$ cat src/rtl/rv32i_pkg.sv
// rv32i_pkg: RV32I opcode constants, instruction formats and opcode-to-format lookup.
package rv32i_pkg;
  localparam logic [6:0] OP_R      = 7'b0110011;
  localparam logic [6:0] OP_IMM    = 7'b0010011;
  localparam logic [6:0] OP_LOAD   = 7'b0000011;
  localparam logic [6:0] OP_JALR   = 7'b1100111;
  localparam logic [6:0] OP_SYSTEM = 7'b1110011;
  localparam logic [6:0] OP_STORE  = 7'b0100011;
  localparam logic [6:0] OP_BRANCH = 7'b1100011;
  localparam logic [6:0] OP_LUI    = 7'b0110111;
  localparam logic [6:0] OP_AUIPC  = 7'b0010111;
  localparam logic [6:0] OP_JAL    = 7'b1101111;
  localparam logic [31:0] NOP      = 32'h0000_0013;
  typedef enum logic [2:0] {FMT_R, FMT_I, FMT_S, FMT_B, FMT_U, FMT_J, FMT_BAD} fmt_e;
  function automatic fmt_e op_fmt(input logic [6:0] op);
    return (op == OP_R) ? FMT_R :
           (op inside {OP_IMM, OP_LOAD, OP_JALR, OP_SYSTEM}) ? FMT_I :
           (op == OP_STORE) ? FMT_S :
           (op == OP_BRANCH) ? FMT_B :
           (op inside {OP_LUI, OP_AUIPC}) ? FMT_U :
           (op == OP_JAL) ? FMT_J : FMT_BAD;
  endfunction
endpackage

$ cat src/rtl/instr_pack.sv
// instr_pack: packs decoded RV32I fields into a 32-bit word by opcode format.
// INSTR_ENCODER_CHECK_EN: unknown opcodes become NOP and raise o_bad; otherwise they pack as R.
module instr_pack
  import rv32i_pkg::*;
(
  input  logic [6:0]  i_op,
  input  logic [4:0]  i_rd,
  input  logic [4:0]  i_rs1,
  input  logic [4:0]  i_rs2,
  input  logic [2:0]  i_func3,
  input  logic [6:0]  i_func7,
  input  logic [31:0] i_imm,
  output logic [31:0] o_word,
  output logic        o_bad
);
  fmt_e        w_fmt;
  logic        w_shamt;
  logic [31:0] w_r;
  logic [31:0] w_i;
  logic [31:0] w_dflt;
  assign w_fmt   = op_fmt(i_op);
  assign w_shamt = i_op == OP_IMM && (i_func3 == 3'b001 || i_func3 == 3'b101);
  assign w_r     = {i_func7, i_rs2, i_rs1, i_func3, i_rd, i_op};
  // Shift-immediates carry funct7 in the upper bits and only a 5-bit shamt.
  assign w_i     = w_shamt ? {i_func7, i_imm[4:0], i_rs1, i_func3, i_rd, i_op}
                           : {i_imm[11:0], i_rs1, i_func3, i_rd, i_op};
`ifdef INSTR_ENCODER_CHECK_EN
  assign o_bad  = w_fmt == FMT_BAD;
  assign w_dflt = NOP;
`else
  assign o_bad  = 1'b0;
  assign w_dflt = w_r;
`endif
  assign o_word = (w_fmt == FMT_R) ? w_r :
                  (w_fmt == FMT_I) ? w_i :
                  (w_fmt == FMT_S) ? {i_imm[11:5], i_rs2, i_rs1, i_func3, i_imm[4:0], i_op} :
                  (w_fmt == FMT_B) ? {i_imm[12], i_imm[10:5], i_rs2, i_rs1, i_func3, i_imm[4:1], i_imm[11], i_op} :
                  (w_fmt == FMT_U) ? {i_imm[31:12], i_rd, i_op} :
                  (w_fmt == FMT_J) ? {i_imm[20], i_imm[10:1], i_imm[11], i_imm[19:12], i_rd, i_op} :
                  w_dflt;
endmodule

$ cat src/rtl/instr_encoder.sv
// instr_encoder: streams encoded RV32I words into sequential instruction-memory addresses.
// INSTR_ENCODER_CHECK_EN (in instr_pack) enables the sticky unknown-opcode err flag.
module instr_encoder
  import rv32i_pkg::*;
#(
  parameter int ADDR_W    = 8,
  parameter int BASE_ADDR = 0
) (
  input  logic              clk,
  input  logic              rst,
  input  logic              restart,
  input  logic              in_valid,
  output logic              in_ready,
  input  logic [6:0]        op,
  input  logic [4:0]        rd,
  input  logic [4:0]        rs1,
  input  logic [4:0]        rs2,
  input  logic [2:0]        func3,
  input  logic [6:0]        func7,
  input  logic [31:0]       imm,
  output logic              mem_we,
  input  logic              mem_ready,
  output logic [ADDR_W-1:0] mem_addr,
  output logic [31:0]       mem_wdata,
  output logic [ADDR_W:0]   count,
  output logic              full,
  output logic              err
);
  localparam logic [ADDR_W-1:0] BASE = ADDR_W'(BASE_ADDR);
  localparam logic [ADDR_W-1:0] LAST = '1;
  logic [31:0]       w_word;
  logic              w_bad;
  logic              w_acc;
  logic              w_wr;
  logic              r_pend;
  logic              r_full;
  logic              r_err;
  logic [ADDR_W-1:0] r_addr;
  logic [31:0]       r_wdata;
  logic [ADDR_W:0]   r_count;
  instr_pack u_pack (
    .i_op(op), .i_rd(rd), .i_rs1(rs1), .i_rs2(rs2), .i_func3(func3),
    .i_func7(func7), .i_imm(imm), .o_word(w_word), .o_bad(w_bad)
  );
  // A word pending for the last address has nowhere to go after it, so hold off accepts.
  assign in_ready  = !r_full && !restart && !(r_pend && r_addr == LAST) && (!r_pend || mem_ready);
  assign w_acc     = in_valid && in_ready;
  assign w_wr      = r_pend && mem_ready;
  assign mem_we    = r_pend;
  assign mem_addr  = r_addr;
  assign mem_wdata = r_wdata;
  assign count     = r_count;
  assign full      = r_full;
  assign err       = r_err;
  always_ff @(posedge clk or posedge rst) begin
    if (rst) begin
      r_pend  <= 1'b0;
      r_full  <= 1'b0;
      r_err   <= 1'b0;
      r_addr  <= BASE;
      r_wdata <= '0;
      r_count <= '0;
    end else if (restart) begin
      r_pend  <= 1'b0;
      r_full  <= 1'b0;
      r_err   <= 1'b0;
      r_addr  <= BASE;
      r_count <= '0;
    end else begin
      r_pend <= w_acc || (r_pend && !mem_ready);
      if (w_acc) r_wdata <= w_word;
      if (w_acc && w_bad) r_err <= 1'b1;
      if (w_wr) begin
        r_count <= r_count + (ADDR_W+1)'(1);
        r_full  <= r_addr == LAST;
        r_addr  <= (r_addr == LAST) ? r_addr : r_addr + ADDR_W'(1);
      end
    end
  end
endmodule
$ cat config.mk
export PLATFORM = sky130hd
export DESIGN_NAME = instr_encoder
export DESIGN_NICKNAME = d
export VERILOG_FILES = /design/src/rtl/rv32i_pkg.sv /design/src/rtl/instr_pack.sv /design/src/rtl/instr_encoder.sv
export SDC_FILE = /design/constraint.sdc
export NUM_CORES = 1
export LEC_CHECK = 0
export ABC_AREA = 1
export BUFFER_PORTS_ARGS = -buffer_cell sky130_fd_sc_hd__buf_2
export CAP_MARGIN = 20
export CELL_PAD_IN_SITES_DETAIL_PLACEMENT = 1
export CELL_PAD_IN_SITES_GLOBAL_PLACEMENT = 2
export CORE_ASPECT_RATIO = 2
export CORE_UTILIZATION = 25
export CTS_BUF_LIST = sky130_fd_sc_hd__clkbuf_8
export DETAILED_ROUTE_END_ITERATION = 10
export HOLD_SLACK_MARGIN = 0.08
export PLACE_DENSITY = 0.75
export SYNTH_ARGS = -nofsm -noshare
export SYNTH_HDL_FRONTEND = slang
export SYNTH_HIERARCHICAL = 1
export SYNTH_SLANG_ARGS = --single-unit
$ cat constraint.sdc
create_clock -name clk -period 1.4 [get_ports clk]
set_clock_uncertainty 0.05 [all_clocks]
set_input_delay 0.21 -clock clk [delete_from_list [all_inputs] [get_ports clk]]
set_output_delay 0.21 -clock clk [all_outputs]
set_load 0.05 [all_outputs]
; After elaboration in Yosys (flattened, before gate mapping)
; Cells that the tools add are included.
[op_classes]
addsub = 2
eq_ne = 19
n_mux = 21
bitwise_logic = 1
reduce_logical = 22
[ops]
columns = cell, n
row1 = $mux 32, 7
row2 = $eq 7x7->1 const B, 4
row3 = $mux 8, 3
row4 = $eq 7x6->1 const B, 3
row5 = $mux 9, 2
row6 = $mux 3, 5
row7 = $eq 7x5->1 const B, 2
row8 = $add 9x1->9 const B, 1
row9 = $eq 3x3->1 const B, 3
row10 = $add 8x1->8 const B, 1
row11 = $eq 8x8->1 const B, 1
row12 = $logic_and 1x1->1, 8
row13 = $eq 7x2->1 const B, 1
row14 = $eq 3x1->1 const B, 2
row15 = $eq 3x2->1 const B, 2
row16 = $logic_not 1->1, 5
row17 = $reduce_and 2->1, 2
row18 = $reduce_bool 2->1, 2
row19 = $reduce_bool 4->1, 1
row20 = $logic_not 3->1, 1
row21 = $logic_or 1x1->1, 3
row22 = $mux 1, 3
row23 = $mux 2, 1
row24 = $ne 2x2->1 const B, 1
row25 = $not 1->1, 1
[totals]
ff_bits = 51
out_inout_bits = 53
elab_cells = 70

; Longest topological paths before layout
[depth]
depth_word = 14
mapped_depth = 12

; By module
; Netlist, hierarchy kept.
[modules_own_cells]
columns = module, n_inst, cells_per_inst, area_each_um2
row1 = instr_encoder, 1, 301, 2482.4
row2 = instr_pack, 1, 206, 1102.3

; Least setup slack after synthesis
; OpenSTA, ideal clock, no wires.
[synth_path]
path_type = register to output
startpoint = register r_addr[1] (netlist: mem_addr[1])
endpoint = output port in_ready
arrival_time_ns = 1.778
path_slack_ns = -0.638
stages_incl_launch_ff = 8
path_cell_list = dfrtp_1 -> ha_1 -> nand2_2 -> nor2_4 -> nand3_4 -> buf_2 -> nand2_1 -> inv_1
[synth_via]
elab_chain_len = 5
[synth_rtl]
columns = item, line
row1 = from (decl), instr_encoder.sv:38  ; logic [ADDR_W-1:0] r_addr;
row2 = from (signal assigned), instr_encoder.sv:76  ; r_addr <= (r_addr == LAST) ? r_addr : r_addr + ADDR_W'(1);
row3 = $eq 8x8->1, instr_encoder.sv:46  ; assign in_ready = !r_full && !restart && !(r_pend && r_addr == LAST) && (!r_pend || mem_ready);
row4 = $logic_and 1x1->1, instr_encoder.sv:46
row5 = $logic_not 1->1, instr_encoder.sv:46
row6 = $logic_and 1x1->1 (2 in series), instr_encoder.sv:46
row7 = to (decl), instr_encoder.sv:13  ; output logic in_ready,
; Every way passes these cells.

; Final worst setup path
[layout_path]
startpoint = register r_addr[0] (netlist: mem_addr[0])
endpoint = output port in_ready
; Same word-level chain as after synthesis.

==> impl_metrics.env <==
export IMPL_die_h_um=171.3
export IMPL_final_util=0.3931
export IMPL_io_buffers=121
export IMPL_cellLeakagePower_uw=0.002913
export IMPL_drive_above_1_share=0.4402
export IMPL_grt_ovfl_total=0
export IMPL_fin_setup_tns_ns=-9.236
export IMPL_syn_nets=578
export IMPL_clock_path_buffers=2
export IMPL_start_kind="register"
export IMPL_hold_viol=0
export IMPL_syn_area_um2=3585
export IMPL_boundaryPins=122
export IMPL_power_density_nw_per_um2=884.2
export IMPL_numCtsBuffers=5
export IMPL_finalSetupViolations=40
export IMPL_cpMaxStageDelayCell="dfrtp_2"
export IMPL_critical_path_class="reg2out"
export IMPL_gp_congestion=0.8771
export IMPL_die_width_um=86.67
export IMPL_maxCapViolations=0
export IMPL_slowest_delay_ns=0.41
export IMPL_arrival_ns=1.50
export IMPL_syn_inst=507
export IMPL_core_area_um2=13970
export IMPL_yosysWarnings=6
export IMPL_maxSlewViolCount=0
export IMPL_crit_path_frequent_cell="nand2_4"
export IMPL_diodes=0
export IMPL_max_freq_mhz=568.9
export IMPL_grt_max_degree=40
export IMPL_first_global_vias=4323
export IMPL_area_growth_pct=53.16
export IMPL_fp_dieArea_um2=14850
export IMPL_rsz0062_at_grt="true"
export IMPL_antenna_found_initial=0
export IMPL_critPathMaxFanout=2
export IMPL_avgSynthCellArea_um2=7.070
export IMPL_fin_crit_sh=1.255
export IMPL_place_hpwl_mm=10.79
export IMPL_dr_first_iter_drc_count=115
export IMPL_p_total_uw=4855
export IMPL_worst_slack_ns=-0.3577
export IMPL_wl_mm=14.10
export IMPL_clk_latency_ns=0.31
export IMPL_root_buffer="clkbuf_8"
export IMPL_period_minus_slack_ns=1.758
export IMPL_grt_usage=0.1897
export IMPL_ys_types=35
export IMPL_start_util=0.2567
export IMPL_synth_seq_area_share=0.3630
export IMPL_viasPerCell=4.637
export IMPL_hold_class="in2reg"
export IMPL_postRouteAntennaNets=0
export IMPL_final_area_um2=5490
export IMPL_clkTransAtPathRegs_ns=0.10
export IMPL_cts_tree="built"
export IMPL_failed_checks="setup timing"
export IMPL_status="finished with violations"
export IMPL_cp_required_ns=1.14
export IMPL_wl_per_cell_um=16.12
export IMPL_cts_sinks=52
export IMPL_synth_seq_cells=52
export IMPL_ir_worst_vdd_uv=338.3
export IMPL_final_nets=756
export IMPL_drc=0
export IMPL_grt_first_pass_wirelength_mm=21.67
export IMPL_drt_pass1_iter_count=4
export IMPL_end_kind="primary output"
export IMPL_htreeDepth=2
export IMPL_placed_cell_area_um2=4838
export IMPL_vias=4057
export IMPL_fp_row_count=61
export IMPL_path_cells="ha_4, nand2_4, nor2_4, nand3_4, nand2_4, clkinvlp_4, buf_8"
## sequential cells by signal, summed over array words and instances, names as in the netlist
signal,flops
err,1
mem_wdata,32
full,1
mem_we,1
mem_addr,8
count,9
## synth_stat cells
master	instances	area, um2
nand2_2	5	31.28
o21ai_1	1	5.000
nand3_2	5	50.05
o22ai_1	6	37.54
nor2_4	6	67.56
nor3_1	3	15.01
nand2_1	184	690.7
buf_1	1	3.750
buf_4	9	67.56
nor2_8	1	20.02
buf_6	6	67.56
o211ai_2	1	12.51
nand4_1	43	269.0
nand3b_1	8	60.06
buf_2	6	30.03
xor2_1	2	17.52
ha_1	2	25.02
clkbuf_1	4	15.01
o21ai_0	8	40.04
nand3_1	32	160.2
nand2_4	4	45.04
buf_8	1	15.01
nor2_1	28	105.1
nor2_2	1	6.260
conb_1	1	3.750
nor3_2	1	10.01
a31oi_1	1	6.260
clkbuf_8	1	13.76
o21bai_1	1	7.510
a21oi_1	23	115.1
dfrtp_1	52	1301
inv_2	7	26.28
inv_1	49	183.9
o211ai_1	1	7.510
nand3_4	3	52.55
## final timing paths
path,from,endpoint,slack (ns),cells after the start
hold reg to reg,mem_wdata[20],mem_wdata[20],0.43,2
setup / recovery,mem_addr[0],in_ready,-0.36,7
hold / removal,restart,count[3],0.15,3
max in group asynchronous,rst,mem_addr[5],0.57,4
setup reg to reg,mem_addr[0],mem_wdata[30],-0.32,11
min in group asynchronous,rst,count[8],0.28,3
## where the power goes
part / switching [uW] / total, uW / internal (uW)
combinational: 1280 / 1850 / 561
sequential: 160 / 1850 / 1690
clock: 528 / 1160 / 632
total: 1970 / 4850 / 2880
## layer usage
layer | track usage | wire, um
met5 | 0 | 0
met4 | 0.07899 | 425
met3 | 0.01727 | 378
met2 | 0.3875 | 8319
met1 | 0.1869 | 4980
## through the flow
step	worst slack, ns	hold slack [ns]	std cells
finish	-0.3577	0.1487	875
global route	-0.4159	0.1435	875
CTS	-0.3965	0.1238	869
detailed placement	-0.2349	0.07668	850
global placement	-0.2362	0.07481	850
floorplan	-0.3910	0.2146	507
## cells in the final DEF (no fill, tap or decap), types with 2 or more instances in the layout
cell / instances
nand2_1: 148
buf_2: 117
buf_4: 51
inv_1: 45
nand4_1: 43
dfrtp_1: 39
nand3_1: 29
nor2_1: 26
nand2_2: 25
a21oi_1: 22
nand2_4: 20
buf_12: 14
dfrtp_2: 13
inv_2: 9
buf_6: 9
nand3b_1: 8
nor2_4: 7
nand3_2: 7
clkbuf_8: 7
o22ai_1: 6
o21ai_0: 5
nand3_4: 4
clkbuf_16: 4
o21ai_1: 3
nor2_2: 2
xor2_1: 2
nor3_1: 2
clkinvlp_4: 2
buf_8: 2
## what timing repair did
item,CTS,global route
resized for setup,21,71
pin swaps,5,19
gates cloned,2,4
buffers inserted,8,7
endpoints found under the hold margin,52,0
endpoints found under the setup margin,45,48
hold buffers,1,0
## area by class of cell
class / count / area [um2]
Multi-Input combinational cell: 371 / 2095
Clock inverter: 1 / 30.03
Timing Repair Buffer: 199 / 1498
Clock buffer: 7 / 96.34
Fill cell: 1762 / 8477
Inverter: 56 / 217.7
Tap cell: 189 / 236.5
Sequential cell: 52 / 1318
## kinds of logic (layout without fill, tap and decap cells)
group                      after synthesis  count (layout)  share of synthesized area
DFF                                     52              52                     0.3630
AOI/OAI and AO/OA                       42              42                    0.06457
other                                    1               1                   0.001046
buffers and inverters                   84             263                     0.1180
xor gates and xnor gates                 2               2                   0.004887
adders and majority gates                2               2                   0.006980
and+or+nand+nor                        324             324                     0.4415
## worst max-delay path: cells and delay by family, from the launching register on
| kind | cells | cell delay, ns |
|---|---|---|
| flops | 1 | 0.41 |
| buf+inv | 2 | 0.28 |
| simple gates | 4 | 0.35 |
| fa+ha+maj | 1 | 0.16 |
(Power assumes the default switching activity.)
